## config.mk

```make
export PLATFORM = sky130hd
export DESIGN_NAME = ysyx_24100012_exec_ctrl
export DESIGN_NICKNAME = d
export VERILOG_FILES = /design/src/rtl/ysyx_24100012_ctrl_pkg.sv /design/src/rtl/ysyx_24100012_exec_ctrl_bus_watchdog.sv /design/src/rtl/ysyx_24100012_exec_ctrl.sv
export SDC_FILE = /design/constraint.sdc
export NUM_CORES = 1
export LEC_CHECK = 0
export BUFFER_PORTS_ARGS = -buffer_cell sky130_fd_sc_hd__buf_4
export CAP_MARGIN = 10
export CORE_ASPECT_RATIO = 1.1
export CORE_MARGIN = 5
export CORE_UTILIZATION = 50
export CTS_CLUSTER_SIZE = 25
export DETAILED_ROUTE_END_ITERATION = 16
export GPL_TIMING_DRIVEN = 0
export HOLD_SLACK_MARGIN = 0.12
export PLACE_DENSITY = 0.86
export SKIP_LAST_GASP = 1
export SLEW_MARGIN = 5
export SYNTH_ARGS = -nofsm -noshare
export SYNTH_HDL_FRONTEND = slang
export SYNTH_SLANG_ARGS = --single-unit
```

## constraint.sdc

```tcl
create_clock -name clk -period 2.23 [get_ports clk]
set_input_delay 0.446 -clock clk [delete_from_list [all_inputs] [get_ports clk]]
set_output_delay 0.446 -clock clk [all_outputs]
set_load 0.05 [all_outputs]
```

## src/rtl/ysyx_24100012_ctrl_pkg.sv

```systemverilog
// Shared control encodings for the exec FSM and the instruction decoder.
package ysyx_24100012_ctrl_pkg;

  typedef enum logic [2:0] {
    S_IDLE   = 3'd0,
    S_FETCH  = 3'd1,
    S_DECODE = 3'd2,
    S_EXEC   = 3'd3,
    S_MEM    = 3'd4,
    S_WB     = 3'd5,
    S_HALT   = 3'd6
  } state_e;

  localparam logic [31:0] EBREAK_INST = 32'h0010_0073;

  // Encodings consumed by the decoder and datapath muxes.
  typedef enum logic [1:0] {PC_SEQ, PC_BR, PC_JAL, PC_JALR} pc_type_e;
  typedef enum logic [1:0] {WB_ALU, WB_MEM, WB_PC4, WB_CSR} wb_sel_e;
  typedef enum logic [1:0] {CSR_NONE, CSR_RW, CSR_RS, CSR_RC} csr_type_e;

  typedef struct packed {
    logic memren;
    logic memwen;
    logic wen;
    logic csrwen;
  } dec_ctl_t;

  function automatic logic is_mem_op(input dec_ctl_t d);
    return d.memren | d.memwen;
  endfunction

endpackage

```

## src/rtl/ysyx_24100012_exec_ctrl_bus_watchdog.sv

```systemverilog
// Bus wait counter: flags a request that has gone LIMIT cycles without a response.
module ysyx_24100012_bus_watchdog #(
  parameter int unsigned LIMIT = 255
) (
  input  logic clk,
  input  logic rst_n,
  input  logic waiting,
  input  logic resp,
  output logic expired
);

  localparam int unsigned CW = ($clog2(LIMIT + 1) > 8) ? $clog2(LIMIT + 1) : 8;

  logic [CW-1:0] cnt;

  // Counter is zero on the first wait cycle, so the LIMIT-th silent cycle fires.
  assign expired = waiting && !resp && (cnt == CW'(LIMIT - 1));

  always_ff @(posedge clk) begin
    if (!rst_n || !waiting) cnt <= '0;
    else if (!resp)         cnt <= cnt + CW'(1);
  end

endmodule

```

## src/rtl/ysyx_24100012_exec_ctrl.sv

```systemverilog
// Multi-cycle fetch/decode/exec/mem/wb sequencer with ebreak halt.
// Optional bus watchdog enabled by defining YSYX_24100012_BUS_TIMEOUT_EN.
module ysyx_24100012_exec_ctrl
  import ysyx_24100012_ctrl_pkg::*;
#(
  parameter int unsigned DATA_WIDTH  = 32,
  parameter int unsigned CNT_WIDTH   = 64,
  parameter int unsigned TIMEOUT_CYC = 255
) (
  input  logic                  clk,
  input  logic                  rst_n,
  output logic                  ifu_req,
  input  logic                  ifu_rvalid,
  output logic                  inst_we,
  input  logic                  dec_memren,
  input  logic                  dec_memwen,
  input  logic                  dec_wen,
  input  logic                  dec_csrwen,
  input  logic [DATA_WIDTH-1:0] dec_inst,
  output logic                  lsu_req,
  output logic                  lsu_wen,
  input  logic                  lsu_rvalid,
  output logic                  rf_we,
  output logic                  csr_we,
  output logic                  pc_we,
  output logic                  halt,
  output logic                  bus_err,
  output logic [CNT_WIDTH-1:0]  instret,
  output logic [2:0]            state_o
);

  state_e               state;
  logic [CNT_WIDTH-1:0] instret_q;
  logic                 bus_err_q;
  logic                 wd_fire;
  dec_ctl_t             dec;

  logic in_fetch, in_mem, in_wb, is_ebreak;

  assign dec       = '{memren: dec_memren, memwen: dec_memwen, wen: dec_wen, csrwen: dec_csrwen};
  assign is_ebreak = (dec_inst == DATA_WIDTH'(EBREAK_INST));

  // Handshakes and commit pulses are qualified by rst_n so nothing leaks while reset is held.
  assign in_fetch = rst_n && (state == S_FETCH);
  assign in_mem   = rst_n && (state == S_MEM);
  assign in_wb    = rst_n && (state == S_WB);

  assign ifu_req = in_fetch;
  assign inst_we = in_fetch && ifu_rvalid;
  assign lsu_req = in_mem;
  assign lsu_wen = in_mem && dec.memwen;
  assign rf_we   = in_wb && dec.wen;
  assign csr_we  = in_wb && dec.csrwen;
  assign pc_we   = in_wb;
  assign halt    = (state == S_HALT);
  assign bus_err = bus_err_q;
  assign instret = instret_q;
  assign state_o = state;

`ifdef YSYX_24100012_BUS_TIMEOUT_EN
  ysyx_24100012_bus_watchdog #(
    .LIMIT(TIMEOUT_CYC)
  ) u_watchdog (
    .clk    (clk),
    .rst_n  (rst_n),
    .waiting((state == S_FETCH) || (state == S_MEM)),
    .resp   (((state == S_FETCH) && ifu_rvalid) || ((state == S_MEM) && lsu_rvalid)),
    .expired(wd_fire)
  );
`else
  assign wd_fire = 1'b0;
`endif

  always_ff @(posedge clk) begin
    if (!rst_n) begin
      state     <= S_IDLE;
      instret_q <= '0;
      bus_err_q <= 1'b0;
    end else if (wd_fire) begin
      state     <= S_HALT;
      bus_err_q <= 1'b1;
    end else begin
      unique case (state)
        S_IDLE:   state <= S_FETCH;
        S_FETCH:  if (ifu_rvalid) state <= S_DECODE;
        S_DECODE: state <= S_EXEC;
        S_EXEC:   state <= is_mem_op(dec) ? S_MEM : S_WB;
        S_MEM:    if (lsu_rvalid) state <= S_WB;
        S_WB: begin
          instret_q <= instret_q + CNT_WIDTH'(1);
          state     <= is_ebreak ? S_HALT : S_FETCH;
        end
        S_HALT:   state <= S_HALT;
        default:  state <= S_IDLE;
      endcase
    end
  end

endmodule

```

==> metrics, run 1 <==
biggest area consumer among synthesized cells dfxtp_1; share of cells above drive strength 1 34.67%; die area 8569 um^2; async set or reset register ratio after synthesis 0%; reg2reg start instret[33]; outcome completed; Placer Congestion 0.8262; Worst Hold Class in2reg; post-synth top area share approximately two fifths; Pwr Density 571.3 nW/um^2; number of setup violations in the final report 0; critical-path maximum fanout 7; vias in the first global route roughly 3500; clock sinks 67; Routed WL 9955 um; Post-Syn Nets around 460; crit end category flip-flop; CTS buffer count 9; Die Y 96.59 um; initial antenna violation count 0; Starting Density 51.39%; Setup TNS Final 0 ns; first-pass GRT wire length 15950 um; Static Leak roughly 0.0019 uW; Syn. warnings 0; worst slew pin tran just over 0.6 ns; syn avg cell area 8.233 um^2; crit path from instret[33]; Finished Core Util 71.70%; number of distinct library cells after synthesis 41; Die Width slightly below 90 um; RSZ-0062 raised after global routing true; Synth Flop Type dfxtp_1; initial detailed-routing violation count 214; largest net degree at the start of global routing 12; Max Cap Viol 0; wire per inst 15.80 um; CTS tree built; dpl ws -0.1821 ns; Worst Setup Start Kind flip-flop; Synth Register Bits 67; maximum vdd drop around 0.00036 V; fin nets 584; Post-route DRC 0; Post-synth EDFFs 0; min Tclk post-route 2.111 ns; Detailed Place HPWL 7378 um; IO Port Bufs 113; Antenna Cells 0; Hold Violations, Final 0; WP data arrival 2.38 ns; clock latency on the worst-skew pair between 0.3 and 0.4 ns; fin crit share 94.64%; Worst Path Required ~2.5 ns; Post-DRT Antenna Nets 0; kind of critical path reg2reg; Slew Viols, Final 0; Area Growth Syn to Fin 39.54%; fmax between 0.4 and 0.5 GHz; headroom to the max-slew limit between 50% and 60%; hold wc startpoint ifu_rvalid; synth top area cells dfxtp_1 39%, xor2_1 6.9%, nand4_1 6.2%; hold slack final 0.3181 ns; All-Layer GR Usage 23.31%; Ports around 120; Worst Clk Skew 0.01310 ns; Worst-path clk slew 0.08 ns; Detailed Routing Iterations Pass 1 4; register area share after synthesis 39.35%; Syn Inst Count 414; commonest non-fill, non-tap cell in the layout buf_4; Core Area 6633 um^2; # H-tree levels 3; FP Rows 31; commonest non-fill, non-tap cells in the layout 122 x buf_4, 50 x nor2_1, 37 x dfxtp_1, 34 x nand4_1, 31 x nand2_1; grt total ovfl 0; Vias/cell a little under 6; root buf cell clkbuf_8; final worst slack 0.1195 ns; CTS max path bufs 2; # fillers around 500; Mapped Area 3408 um^2; vias 3715
[flip-flops by register name, indices dropped and copies added, names as in the netlist]
signal and count:
instret 64, state_o 3
[power breakdown]
| group | switching (uW) | leakage (uW) | internal (uW) | total [uW] |
|---|---|---|---|---|
| Clock | 460 | 0.000111 | 644 | 1100 |
| Sequential | 39.9 | 0.000556 | 1210 | 1250 |
| Combinational | 219 | 0.00127 | 139 | 358 |
[stage by stage]
stage,power (uW),area (um^2),instances
finish,2717,4756,630
global route,2801,4756,630
CTS,2734,4712,630
detailed placement,1647,4452,609
global placement,1638,4452,609
floorplan,1518,3501,414
[metal layers]
metal / track usage [%] / vias up / share of wire, %
li1: - / 1770 / -
met3: 4.071 / 20 / 6.2
met2: 40.72 / 141 / 51
met1: 27.61 / 1784 / 40
met4: 10.58 / 0 / 2.3
met5: 0 / - / 0
[layout make-up]
type	instances	area, um^2	share of cell area (%)
multi-input combinational	322	2043	42.96
sequential	67	1384	29.10
timing repair buffer	121	908.4	19.10
clock buffer	13	180.2	3.788
tap	82	102.6	2.157
buffer	11	51.30	1.079
inverter	11	43.79	0.9208
clock inverter	3	42.54	0.8945
[worst max-delay path, stage by stage, from the launching register on]
cell and delay (ns):
dfxtp_2 0.39, nand4_1 0.25, nor4_2 0.44, nand4_1 0.35
or3_1 0.45, a21oi_1 0.16
[final timing paths]
path,end,slack (ns),depth (start not counted)
max,instret[48],0.12,5
min,state_o[0],0.32,2
max reg2reg,instret[48],0.12,5
min reg2reg,instret[63],0.50,2
[synthesized netlist by cell type (all sizes together) (7+ instances only)]
| master | n |
|---|---|
| dfxtp | 67 |
| nor2 | 52 |
| nand4 | 36 |
| nand2 | 31 |
| xor2 | 27 |
| a21oi | 25 |
| nand3 | 23 |
| o21ai | 18 |
| or3 | 17 |
| nor4 | 16 |
| and3 | 11 |
| clkbuf | 11 |
| inv | 11 |
| xnor2 | 10 |
| and4 | 9 |
| or4 | 7 |
[repair_timing]
item	4_1_cts	5_1_grt
endpoints found under the setup margin	26	33
resized for setup	0	8
hold buffers	0	0
buffers inserted	5	3
pin swaps	3	1
[logic make-up (layout without fill, tap and decap cells)]
group           count (synthesis)  count (layout)  synth area share (%)
other cells                     1               1                0.1100
xor+xnor                       37              37                 9.508
simple gates                  225             225                 37.81
fa+ha+maj                       1               1                0.3670
buf+inv                        25             159                 2.937
compound gates                 55              55                 9.031
mux                             3               3                0.8811
flops                          67              67                 39.35
Note: power is estimated with default switching activity, not from simulation.
==> run 2: changes to the inputs <==
CELL_PAD_IN_SITES_DETAIL_PLACEMENT = 0   (was default)
CELL_PAD_IN_SITES_GLOBAL_PLACEMENT = 1   (was default)
CORE_UTILIZATION = 36   (was 50)
==> run 2 against run 1 <==
  * Sequential power barely moved
  * Final cell count rose by 6.3%
  * Global-route usage shrank 5.2 points
  * Wire length increased by 3.9%
  * Flip-flop and latch count did not move
  * Fmax decreased by 2.0%
  * Power is 7.6% lower
  * Combinational power is 10% higher
  * Sequential share of layout area is 0.21 points lower
  * Clock skew down 0.0037 ns
  * First-iteration DRC count fell by 18%
  * Die area increased by 34%
==> metrics, run 2 (synthesis results as in run 1) <==
Static Leak approximately 0.0019 uW; number of setup violations in the final report 0; r2r setup slk 0.08 ns; Pwr Density 524.1 nW/um^2; fin nets between 500 and 600; CTS buffer count 9; RSZ-0062 raised after global routing true; commonest non-fill, non-tap cells in the layout 128 x buf_4, 50 x nor2_1, 37 x dfxtp_1, 34 x nand4_1, 31 x nand2_1; footprint of the multi-input gates slightly above 2000 um^2; grt total ovfl 0; Slew Viols, Final 0; initial antenna violation count 0; Post-route DRC 0; fmax 0.4644 GHz; Max Cap Viol 0; clock sinks 67; Post-DRT Antenna Nets 0; Worst Path Required approximately 2.5 ns; initial detailed-routing violation count 176; Worst Setup Start Kind flip-flop; Die Y 112.1 um; Area Growth Syn to Fin 40.53%; max reg flops 64; fin crit share 96.57%; Worst-path clk slew 0.07 ns; vias in the first global route 3426; min Tclk post-route roughly 2.2 ns; Detailed Routing Iterations Pass 1 4; # H-tree levels 3; commonest non-fill, non-tap cell in the layout buf_4; Antenna Cells 0; worst slew pin tran between 0.5 and 0.6 ns; Starting Density between 30% and 40%; Hold Violations, Final 0; root buf cell clkbuf_8; Power Total ~2500 uW; All-Layer GR Usage 18.08%; vias 3517; Die Width 102.8 um; hold buffers post-CTS 0; Worst Clk Skew roughly 0.0094 ns; crit end category flip-flop; CTS max path bufs 2; Setup TNS Final 0 ns; headroom to the max-slew limit 64.96%; wire per inst 15.44 um; clock latency on the worst-skew pair 0.35 ns; largest net degree at the start of global routing 15; Routed WL between 10000 and 15000 um; IO Port Bufs between 100 and 150; first-pass GRT wire length approximately 17000 um; kind of critical path reg2reg; Register Area approximately 1400 um^2; Vias/cell 5.249; WP data arrival 2.44 ns; Worst Hold Class in2reg; # fillers 890; outcome completed; CTS tree built; FP Rows 37; critical-path maximum fanout 7; die area 11520 um^2; Placer Congestion 0.8495; Detailed Place HPWL 7853 um; Core Area 9305 um^2; Ports about 120; maximum vdd drop 0.0003331 V; share of cells above drive strength 1 35.62%
-- run 2: timing repair --
item / 4_1_cts / 5_1_grt
cloned: 0 / 0
setup buffers: 5 / 9
resized for setup: 3 / 7
pin swaps: 2 / 5
setup endpoints to repair: 28 / 27
-- run 2: area by class of cell --
| cell class | instances | share of cell area (%) |
|---|---|---|
| Buffer | 11 | 1.097 |
| Clock buffer | 12 | 3.030 |
| Clock inverter | 3 | 0.3135 |
| Inverter | 11 | 0.9143 |
| Multi-Input combinational cell | 322 | 42.79 |
| Sequential cell | 67 | 28.89 |
| Tap cell | 117 | 3.056 |
| Timing Repair Buffer | 127 | 19.91 |
-- run 2: critical path, stage by stage, from the launching register on --
cell,delay (ns)
dfxtp_4,0.38
ha_2,0.19
nand3_2,0.12
nor4_4,0.46
buf_4,0.20
nand4_1,0.08
buf_4,0.18
or3_1,0.35
a21oi_1,0.14
-- run 2: report_power, final --
part	internal, uW	leakage [uW]	switching (uW)	total [uW]
Sequential	1210	0.000556	20.9	1230
Clock	423	0.0000860	457	880
Combinational	150	0.00128	245	395
Total	1790	0.00193	723	2510
-- run 2: through the flow --
stage | utilization, % | setup WS [ns] | instances | area [um^2] | hold slack, ns
4_1_cts | 50.49 | -0.03008 | 662 | 4698 | 0.2820
6_report | 51.47 | 0.07648 | 670 | 4790 | 0.2953
5_1_grt | 51.47 | -0.06186 | 670 | 4790 | 0.2887
2_1_floorplan | - | -0.007936 | 414 | 3501 | 0.5522
3_5_place_dp | 48.31 | -0.2410 | 644 | 4496 | 0.4780
3_3_place_gp | 48.31 | -0.2011 | 644 | 4496 | 0.4686
-- run 2: final timing paths --
kind	start	cells after the start	endpoint
setup / recovery	instret[1]	8	instret[56]
hold / removal	ifu_rvalid	2	state_o[0]
setup reg to reg	instret[1]	8	instret[56]
hold reg to reg	instret[63]	2	instret[63]
-- run 2: layer usage --
layer  share of wire [%]  vias up  GRT usage (%)
li1                    -     1777              -
met1                  42     1656          22.29
met2                  50       70          30.15
met3                 6.2       14          5.407
met4                 1.5        0          5.440
met5                   0        -              0
==> run 3: changes to the inputs <==
PLACE_DENSITY = 0.87   (was 0.86)
==> run 3 against run 2 <==
  * Register-to-register slack better by 0.06 ns
  * Fmax is 2.7% higher
  * Wire length is 0.88% higher
  * Sequential share of layout area is 0.92 points lower
  * Critical path depth is 3 lower
  * Clock power is 53% higher
  * Die area stayed put
  * Sequential power hardly changed
  * Final cell count is 0.90% higher
  * Power is 19% higher
  * Worst setup slack better by 0.057 ns
  * Critical endpoint unchanged
  * Largest cell class unchanged
==> metrics, run 3 (synthesis results as in run 1) <==
share of cells above drive strength 1 36.49%; Worst Hold Class in2reg; number of setup violations in the final report 0; Worst Clk Skew 0.008680 ns; worst reg2reg path depth 5; wire per inst 15.44 um; Detailed Routing Iterations Pass 1 4; Detailed Place HPWL between 7000 and 8000 um; Worst Setup Start Kind flip-flop; Setup TNS Final 0 ns; hold wc startpoint ifu_rvalid; Antenna Cells 0; Die Width 102.8 um; crit end category flip-flop; Worst-path clk slew 0.08 ns; Hold Path Depth 2; initial detailed-routing violation count between 100 and 150; CTS buffer count 9; vias in the first global route 3359; fin crit share 94.03%; maximum vdd drop 0.0002811 V; Pwr Density 602.7 nW/um^2; Post-DRT Antenna Nets 0; fmax about 0.48 GHz; Post-route DRC 0; largest net degree at the start of global routing 13; hold buffers post-CTS 0; Gate power share between 10 and 15%; commonest non-fill, non-tap cell in the layout buf_4; CP most frequent cell nand4_1; cell-internal power 2208 uW; Starting Density 36.63%; Max stage delay on crit path 0.44 ns; Placer Congestion 0.8517; clock sinks 67; Seq pwr share 41.1%; grt total ovfl 0; Routed WL roughly 10000 um; FP Rows 37; critical-path maximum fanout 7; Slew Viols, Final 0; Hold Violations, Final 0; final worst slack 0.1331 ns; Worst Path Required 2.51 ns; root buf cell clkbuf_8; first-pass GRT wire length 16480 um; CP max-delay cell nor4_2; hold slack final 0.3022 ns; # H-tree levels 3; initial antenna violation count 0; outcome completed; critical path, cell by cell nand4_1, nor4_2, nand4_1, or3_1, a21oi_1; Static Leak 0.002012 uW; Die Y 112.1 um; Core Area 9305 um^2; reg2reg start instret[33]; r2r endpoint instret[56]; hold endpoint state_o[0]; Area Growth Syn to Fin 45.15%; CTS max path bufs 2; r2r setup slk 0.13 ns; IO Port Bufs 113; Vias/cell 5.286; switching share of power 25.95%; max reg flops 64; WP data arrival between 2 and 2.5 ns; commonest non-fill, non-tap cells in the layout 132 x buf_4, 50 x nor2_1, 37 x dfxtp_1, 34 x nand4_1, 31 x nand2_1; kind of critical path reg2reg; CTS tree built; die area 11520 um^2; clock latency on the worst-skew pair 0.35 ns; switching pwr 773.6 uW; clock share of power between 40% and 50%; All-Layer GR Usage 17.62%; fin nets 595; min Tclk post-route between 2 and 2.5 ns; Ports 116; Max Cap Viol 0; vias 3573; dpl ws -0.2173 ns; RSZ-0062 raised after global routing true
==> run 3: cell types whose count changed in the layout (fill, tap and decap cells not counted), sizes merged <==
cell	delta
clkinv	-2
buf	+4
clkinvlp	+1
bufinv	+3
==> run 3: stage by stage <==
stage / instances / total power, uW / utilization, % / cell area (um^2)
floorplan: 414 / 1518 / - / 3501
global placement: 644 / 1643 / 48.31 / 4496
detailed placement: 644 / 1652 / 48.31 / 4496
CTS: 664 / 2989 / 51.70 / 4811
global route: 676 / 3077 / 53.17 / 4947
finish: 676 / 2982 / 53.17 / 4947
==> run 3: repair_timing <==
action	4_1_cts	5_1_grt
endpoints found under the setup margin	27	20
pin swaps	2	7
gates resized for setup	3	7
buffers inserted	5	13
==> run 3: cell type report <==
cell class              instances  area [um^2]
inverters                      11        43.79
fillers                       872         4358
multi-input cells             322         2062
well taps                     117        146.4
flip-flops and latches         67         1384
clock buffers                  11        162.7
clock inverters                 5        106.4
plain buffers                  12        58.81
repair buffers                131        983.4
==> run 3: power groups by stage <==
stage               clock network [uW]  registers (uW)  logic (uW)
floorplan                            0            1310         205
detailed placement                   0            1250         399
CTS                               1360            1220         400
global route                      1410            1230         435
global placement                     0            1250         391
finish                            1350            1220         409
==> run 3: worst max path at each step <==
stage | from | endpoint | slack [ns] | depth (start not counted)
finish | instret[33] | instret[56] | 0.13 | 5
CTS | instret[43] | instret[61] | 0.007 | 5
global placement | instret[0] | instret[62] | -0.22 | 6
floorplan | state_o[0] | inst_we | -0.008 | 4
global route | instret[33] | instret[62] | -0.03 | 6
detailed placement | instret[0] | instret[62] | -0.22 | 6
==> run 3: layer usage <==
layer  GRT usage (%)  up-vias  routed length (um)
met3           3.853       14                 611
met5               0        -                   0
met4           5.095        0                 148
met1           22.68     1685                4527
met2           29.41       79                5150
li1                -     1795                   -
==> run 3: worst max-delay path: cells and delay by family (launching register included) <==
| kind | cells | cell delay, ns |
|---|---|---|
| simple gates | 4 | 1.49 |
| compound gates | 1 | 0.14 |
| flops | 1 | 0.40 |
